[config.mk]
export PLATFORM = sky130hd
export DESIGN_NAME = seq_pattern_ctrl
export DESIGN_NICKNAME = d
export VERILOG_FILES = /design/src/rtl/seq_pattern_pkg.sv /design/src/rtl/seq_pattern_table.sv /design/src/rtl/seq_pattern_ctrl.sv
export SDC_FILE = /design/constraint.sdc
export NUM_CORES = 1
export LEC_CHECK = 0
export ABC_AREA = 0
export BUFFER_PORTS_ARGS = -buffer_cell sky130_fd_sc_hd__buf_4
export CORE_UTILIZATION = 29
export DETAILED_ROUTE_END_ITERATION = 6
export SYNTH_ARGS = -nofsm -noshare
export SYNTH_HDL_FRONTEND = slang
export SYNTH_HIERARCHICAL = 1
export SYNTH_SLANG_ARGS = --single-unit
[constraint.sdc]
create_clock -name clock -period 5.4 [get_ports clock]
set_clock_uncertainty 0.15 [all_clocks]
set_input_delay 0.54 -clock clock [delete_from_list [all_inputs] [get_ports clock]]
set_output_delay 0.54 -clock clock [all_outputs]
set_load 0.01 [all_outputs]
[src/rtl/seq_pattern_pkg.sv]
// -----------------------------------------------------------------------------
// seq_pattern_pkg
// Shared types and constants for the programmable sequence controller.
//   state_t          : controller FSM states (IDLE, RUN, DONE)
//   DEFAULT_PATTERN  : power-on / reset contents of the pattern table
//   DEFAULT_LEN      : power-on / reset latched sequence length
//   default_code()   : reset value of table entry idx (0 beyond the pattern)
// -----------------------------------------------------------------------------
package seq_pattern_pkg;

    typedef enum logic [1:0] {
        IDLE = 2'd0,
        RUN  = 2'd1,
        DONE = 2'd2
    } state_t;

    localparam int DEFAULT_N   = 8;
    localparam int DEFAULT_LEN = 7;

    // Element 0 is the rightmost: sequence 0,1,2,3,6,5,7,0.
    localparam logic [DEFAULT_N-1:0][2:0] DEFAULT_PATTERN = {
        3'd0, 3'd7, 3'd5, 3'd6, 3'd3, 3'd2, 3'd1, 3'd0
    };

    function automatic logic [2:0] default_code(input int idx);
        logic [2:0] sel;
        sel = idx[2:0];
        if (idx >= 0 && idx < DEFAULT_N) begin
            return DEFAULT_PATTERN[sel];
        end
        return 3'd0;
    endfunction

endpackage

[src/rtl/seq_pattern_table.sv]
// -----------------------------------------------------------------------------
// seq_pattern_table
// DEPTH x WIDTH register file holding the output code pattern.
// Ports:
//   clock, reset : clock and synchronous active-high reset (restores default)
//   we, waddr, wdata : synchronous write port
//   raddr, rdata     : asynchronous (combinational) read port
// -----------------------------------------------------------------------------
module seq_pattern_table
    import seq_pattern_pkg::*;
#(
    parameter int WIDTH = 3,
    parameter int DEPTH = 8,
    parameter int AW    = $clog2(DEPTH)
) (
    input  logic             clock,
    input  logic             reset,
    input  logic             we,
    input  logic [AW-1:0]    waddr,
    input  logic [WIDTH-1:0] wdata,
    input  logic [AW-1:0]    raddr,
    output logic [WIDTH-1:0] rdata
);

    logic [WIDTH-1:0] mem [DEPTH];

    always_ff @(posedge clock) begin
        if (reset) begin
            for (int i = 0; i < DEPTH; i++) begin
                mem[i] <= WIDTH'(default_code(i));
            end
        end else if (we) begin
            mem[waddr] <= wdata;
        end
    end

    assign rdata = mem[raddr];

endmodule

[src/rtl/seq_pattern_ctrl.sv]
// -----------------------------------------------------------------------------
// seq_pattern_ctrl
// Programmable sequence controller: replays the pattern table one entry per
// accepted transfer, in one-shot or repeat mode.
// Ports:
//   clock, reset           : clock, synchronous active-high reset
//   cfg_we/cfg_addr/cfg_data : table write (honoured only while busy=0)
//   cfg_len, cfg_repeat    : sequence length (1..DEPTH) and repeat mode,
//                            latched on an accepted start
//   start, stop            : begin (from IDLE) / abort sequence
//   out_valid/out_ready    : output handshake; out_value/out_index payload
//   busy                   : high while running
//   done                   : one-cycle pulse at the end of a one-shot pass
//   loop_count             : completed-pass counter, saturating, only when
//                            SEQ_PATTERN_CTRL_LOOPCNT_EN is defined
// -----------------------------------------------------------------------------
module seq_pattern_ctrl
    import seq_pattern_pkg::*;
#(
    parameter int WIDTH = 3,
    parameter int DEPTH = 8,
    parameter int AW    = $clog2(DEPTH)
) (
    input  logic             clock,
    input  logic             reset,
    input  logic             cfg_we,
    input  logic [AW-1:0]    cfg_addr,
    input  logic [WIDTH-1:0] cfg_data,
    input  logic [AW:0]      cfg_len,
    input  logic             cfg_repeat,
    input  logic             start,
    input  logic             stop,
    output logic             out_valid,
    input  logic             out_ready,
    output logic [WIDTH-1:0] out_value,
    output logic [AW-1:0]    out_index,
    output logic             busy,
`ifdef SEQ_PATTERN_CTRL_LOOPCNT_EN
    output logic [15:0]      loop_count,
`endif
    output logic             done
);

    localparam logic [AW:0]   LEN_MAX = (AW+1)'(DEPTH);
    localparam logic [AW:0]   LEN_ONE = (AW+1)'(1);
    localparam logic [AW-1:0] IDX_ONE = AW'(1);

    state_t        state;
    logic [AW-1:0] index;
    logic [AW:0]   len_q;
    logic          rep_q;

    logic tbl_we;
    logic len_ok;
    logic accept;
    logic last;

    // Writes are locked out while the sequence is running so the stream
    // being emitted can never change under the consumer.
    assign tbl_we = cfg_we & ~busy;
    assign len_ok = (cfg_len != '0) && (cfg_len <= LEN_MAX);
    assign accept = out_valid & out_ready;
    assign last   = ({1'b0, index} == (len_q - LEN_ONE));

    seq_pattern_table #(
        .WIDTH (WIDTH),
        .DEPTH (DEPTH),
        .AW    (AW)
    ) u_table (
        .clock (clock),
        .reset (reset),
        .we    (tbl_we),
        .waddr (cfg_addr),
        .wdata (cfg_data),
        .raddr (index),
        .rdata (out_value)
    );

    assign out_index = index;

    always_ff @(posedge clock) begin
        if (reset) begin
            state     <= IDLE;
            index     <= '0;
            len_q     <= (AW+1)'(DEFAULT_LEN);
            rep_q     <= 1'b1;
            out_valid <= 1'b0;
            busy      <= 1'b0;
            done      <= 1'b0;
`ifdef SEQ_PATTERN_CTRL_LOOPCNT_EN
            loop_count <= '0;
`endif
        end else begin
            done <= 1'b0;
            case (state)
                IDLE: begin
                    if (start && !stop && len_ok) begin
                        state     <= RUN;
                        index     <= '0;
                        len_q     <= cfg_len;
                        rep_q     <= cfg_repeat;
                        out_valid <= 1'b1;
                        busy      <= 1'b1;
`ifdef SEQ_PATTERN_CTRL_LOOPCNT_EN
                        loop_count <= '0;
`endif
                    end
                end
                RUN: begin
                    // stop wins over a simultaneous handshake.
                    if (stop) begin
                        state     <= IDLE;
                        out_valid <= 1'b0;
                        busy      <= 1'b0;
                    end else if (accept) begin
                        if (last) begin
`ifdef SEQ_PATTERN_CTRL_LOOPCNT_EN
                            if (loop_count != 16'hFFFF) begin
                                loop_count <= loop_count + 16'd1;
                            end
`endif
                            if (rep_q) begin
                                index <= '0;
                            end else begin
                                state     <= DONE;
                                out_valid <= 1'b0;
                                busy      <= 1'b0;
                                done      <= 1'b1;
                            end
                        end else begin
                            index <= index + IDX_ONE;
                        end
                    end
                end
                DONE: begin
                    state <= IDLE;
                end
                default: begin
                    state     <= IDLE;
                    out_valid <= 1'b0;
                    busy      <= 1'b0;
                end
            endcase
        end
    end

endmodule

==> Word level (Yosys, flattened, before mapping) <==
Memory sizes are Yosys's and may differ from the RTL's. A register that Yosys moved wholly into a read port is not among the register bits.
Cells that the tools add are included.
{ "totals": {"register_bits": 12, "mem_bits_rw": 24, "inputBits": 17, "wordCells": 83, "mem_count": 1, "output_inout_bits": 9} }
{ "mem_list": {"columns": ["memory", "words", "width", "read_ports", "rd_ports_with_merged_regs", "wr", "line_no", "source"], "rows": [
  ["u_table.mem", 8, 3, 1, 1, 8, "seq_pattern_table.sv:25", "logic [WIDTH-1:0] mem [DEPTH];"]
]} }
{ "classes": {"n_addsub": 2, "mux": 43, "eq_ne": 10, "n_reduce_logical": 13, "order_cmp": 1, "n_bitwise": 7} }
{ "op_table": {"columns": ["cell", "n"], "rows": [
  ["two-way mux 3 bit", 19],
  ["two-way mux 1 bit", 14],
  ["two-way mux 2 bit", 7],
  ["!= test 3 bit, second input constant", 4],
  ["AND reduction 5 bit", 2],
  ["!= test 2 bit, second input constant", 3],
  ["case mux 3 bit (2 select lines)", 1],
  ["inverter 1 bit", 5],
  ["OR reduction 5 bit", 1],
  ["equality test 3 x 4 -> 1 bit", 1],
  ["<= comparator 4 bit, second input constant", 1],
  ["case mux 2 bit (2 select lines)", 1],
  ["AND reduction 4 bit", 1],
  ["nonzero test 4 bit", 1],
  ["subtractor 4 x 1 -> 4 bit, second input constant", 1],
  ["adder 3 x 1 -> 3 bit, second input constant", 1],
  ["logical AND 1 bit", 3],
  ["case mux 1 bit (3 select lines)", 1],
  ["OR reduction 3 bit", 1],
  ["AND 1 bit", 2],
  ["equality test 2 x 1 -> 1 bit, second input constant", 1],
  ["equality test 2 bit, second input constant", 1],
  ["logical NOT 2 bit", 1],
  ["AND reduction 2 bit", 1],
  ["2 further kinds", 2]
]} }

==> Depth between registers and ports, before layout <==
{ "depth": {"depth_word": 8, "depth_mapped": 7, "ltp_nobuf": 7} }

==> By module <==
Netlist, hierarchy kept.
{ "by_module_without_submodules": {"columns": ["module", "n_inst", "seq_area_each_um2", "area_per_inst_um2", "cells_each"], "rows": [
  ["seq_pattern_table", 1, 720.7, 1191.1, 79],
  ["seq_pattern_ctrl", 1, 240.2, 636.9, 70]
]} }

==> Worst setup path after synthesis <==
No wires, ideal clock.
{ "synth_timing": {"path_type": "reg2out", "start": "reg out_index[0] (netlist name)", "end": "out out_value[0]", "n_path_buf": 1, "setup_slack_ns": 3.276, "t_arrival_ns": 1.434, "stages_incl_launch_ff": 4, "t_required_ns": 4.710, "cell_sequence": "dfxtp_1 -> buf_6 -> mux4_1 -> mux2_2"} }
{ "synth_rtl": {"columns": ["element", "line_no", "source"], "rows": [
  ["end: declaration", "seq_pattern_ctrl.sv:35", "output logic [WIDTH-1:0] out_value,"]
]} }

==> run summary <==
R2R Setup Slk -> 3140 ps
Die height -> 81.4 µm
Ys Warns -> 6
Main synth FF type -> edfxtp_1
Critical path class -> reg -> out
P_leak -> 0.000782 µW
Internal power -> 442 µW
Combinational power share -> 0.094
FF/Latch Area -> 961 µm²
Cell variety after synth -> 42
Post-CTS setup repair buffer count -> 0
Worst path cell trace -> mux4_1 -> mux2_2 -> buf_4
TritonCTS clock tree -> yes
Switch share -> 0.219
Initial Util -> 0.305
Total grt overflow -> 0
Vias in the first global route -> 1,181
Hold crit path type -> in -> reg
Mapped Avg Cell Area -> 12.3 µm²
Worst Hold Path EP -> rep_q
Seq pwr share -> 0.542
H-tree levels -> 2
Final Hold Fails -> 0
DR top layer -> met4
Via count -> 1,281
Die area -> 0.00663 mm²
Post-Syn Area -> 0.00183 mm²
Relative slew margins -> 0.629
Max frequency -> 381 MHz
# setup viols final -> 0
Crit path largest cell delay -> 630 ps
Clock power frac -> 0.364
Routed WL -> 3840 µm
Vias per inst -> 5.14
Worst Path Required -> 4710 ps
Iter 0 DRT Violations -> 47
Met2 WL post-DR -> 1860 µm
Crit path time final -> 2620 ps
Max-cap violation count -> 0
Worst R2R Path Depth -> 5
Routed wl met3 -> 92 µm
Clock sink total -> 36
Yosys reg bits -> 36
RSZ-0062 raised after global routing -> no
Slew Limit Fails -> 0
Placed Instances -> 241
WP data arrival -> 1930 ps
Root Driver -> clkbuf_8
Sum Neg Setup Slack -> 0 ps
First drt pass iteration count -> 4
P_sw -> 124 µW
Crit start category -> flip-flop
Global-route wire length before repair -> 6110 µm
Seq/Total Area, Yosys -> 0.526
Layout cell share with drive strength beyond 1 -> 0.207
Worst hold stages -> 2
Multi-input gate area -> 782 µm²
R2R Path Start -> out_index[2]
Largest fanout on the critical path -> 11
Initial antenna violation count -> 0
Io pins -> 26
Reg-to-reg endpoint -> busy
Clk buf depth -> 2
Status -> completed
Core Box Area -> 0.00599 mm²
Post-route ant nets -> 0
PD cells -> 262 mW/mm²
Peak supply drop -> 0.100 mV
Post-synth EDFFs -> 24
# diodes -> 0
WL met1 -> 1840 µm
Async SR Flop Fraction -> 0
Nets -> 192
Die W -> 81.4 µm
Area grow syn2layout -> 18.1%
Worst-Margin Slew -> 555 ps
Worst Setup End Kind -> output pin
Wirelength per Cell -> 15.4 µm
Mapped Nets -> 168
Post-synthesis cell count -> 149
Cts repair resizes -> 0
Finished Layout Cells -> 249
Total CTS buffers -> 5
Clk pin slew, worst setup/hold paths -> 70 ps
Fin crit share -> 0.486
Detailed placement HPWL -> 2840 µm
Largest net degree at the start of global routing -> 24
Standard-cell rows -> 28
DRC -> 0
Fillcell total -> 590
Hold buffer count at CTS -> 0
I/O Buffers -> 25
Gpl congestion -> 0.768
Worst hold start -> cfg_repeat
GR Util All Layers -> 0.128
Critical-path cell with the highest stage delay -> mux4_1
Skew-Pair Late Insertion Delay -> 280 ps
-- cell usage in the layout, fill, tap and decap left out, drive strengths merged, types with 2 or more instances in the layout --
cell and count:
nand2b 3, mux4 6, xor2 3, nor2 5, nor3 13, a211o 4
clkbuf 8, o21bai 8, nor2b 2, o31ai 2, ha 2, dfxtp 12
buf 25, edfxtp 24, nand3 4, nand2 3, o211ai 2, nor4 2
a21oi 4, inv 9, or3 12, mux2 3
-- state kept, by name (all words and copies together), names as in the netlist --
register / count
u_table/mem: 24
len_q: 4
out_index: 3
state: 2
busy: 1
done: 1
rep_q: 1
-- routing by layer --
metal	track usage	vias up
li1	-	626
met1	0.163	629
met2	0.212	22
met3	0.0292	4
met4	0.0429	0
met5	0	-
-- kinds of logic (layout without fill, tap and decap cells) --
logic type | Yosys count | in the layout | share of synthesized area
simple gates | 52 | 52 | 0.160
flops | 36 | 36 | 0.526
compound gates | 28 | 28 | 0.116
buf+inv | 17 | 42 | 0.0465
mux | 10 | 10 | 0.110
xor+xnor | 4 | 4 | 0.0274
fa+ha+maj | 2 | 2 | 0.0137
-- synthesized netlist by cell type (2+ instances only) --
cell	count	area share
inv_1	9	0.018
nand2b_1	3	0.010
nor2b_1	2	0.0068
edfxtp_1	24	0.39
nor4_1	2	0.0068
o21bai_1	8	0.033
or3_1	12	0.041
nor2_1	5	0.010
buf_6	2	0.012
a211o_1	4	0.019
clkbuf_1	3	0.0062
a21oi_1	4	0.011
dfxtp_1	12	0.13
mux4_1	6	0.086
xor2_1	3	0.014
nand2_1	3	0.0062
ha_1	2	0.014
nand3_1	4	0.011
buf_2	2	0.0055
o31ai_1	2	0.0082
nor3_1	13	0.036
mux2_2	3	0.018
o211ai_1	2	0.0082
-- metrics by stage --
stage               setup WS (ps)  instance area (µm²)  utilization  hold slack [ps]  power (µW)
global placement             3130                 2060        0.344              328         365
global route                 2700                 2160        0.360              297         587
finish                       2780                 2160        0.360              310         566
detailed placement           3060                 2060        0.344              328         366
floorplan                    3280                 1830            -              294         343
CTS                          2750                 2160        0.360              303         571
-- how the worst max path moves through the flow --
| stage | cells past startpoint | startpoint | slack [ps] | to |
|---|---|---|---|---|
| 2_1_floorplan | 3 | out_index[0] | 3280 | out_value[0] |
| 3_3_place_gp | 3 | out_index[0] | 3130 | out_value[1] |
| 3_5_place_dp | 3 | out_index[0] | 3060 | out_value[2] |
| 4_1_cts | 3 | out_index[0] | 2750 | out_value[2] |
| 5_1_grt | 3 | out_index[0] | 2700 | out_value[2] |
| 6_report | 3 | out_index[0] | 2780 | out_value[2] |
-- worst max-delay path, delay by kind of cell, from the launching register on --
family,cells,cell delay [ps]
flip-flops,1,620
buffers and inverters,1,140
multiplexers,2,900
-- power by group through the flow --
stage                     clock network (µW)  logic, µW  registers (µW)
after floorplan                            0       32.9             310
after CTS                                211       53.3             307
after detailed placement                   0       53.2             313
after global routing                     221       58.6             307
after global placement                     0       52.0             313
final                                    206       53.0             306
-- layout make-up --
cell class / instances / share of cell area
Clock buffer: 8 / 0.0464
Inverter: 9 / 0.0157
Tap cell: 75 / 0.0435
Sequential cell: 36 / 0.445
Multi-Input combinational cell: 96 / 0.362
Timing Repair Buffer: 25 / 0.0870
(Power assumes the default switching activity.)
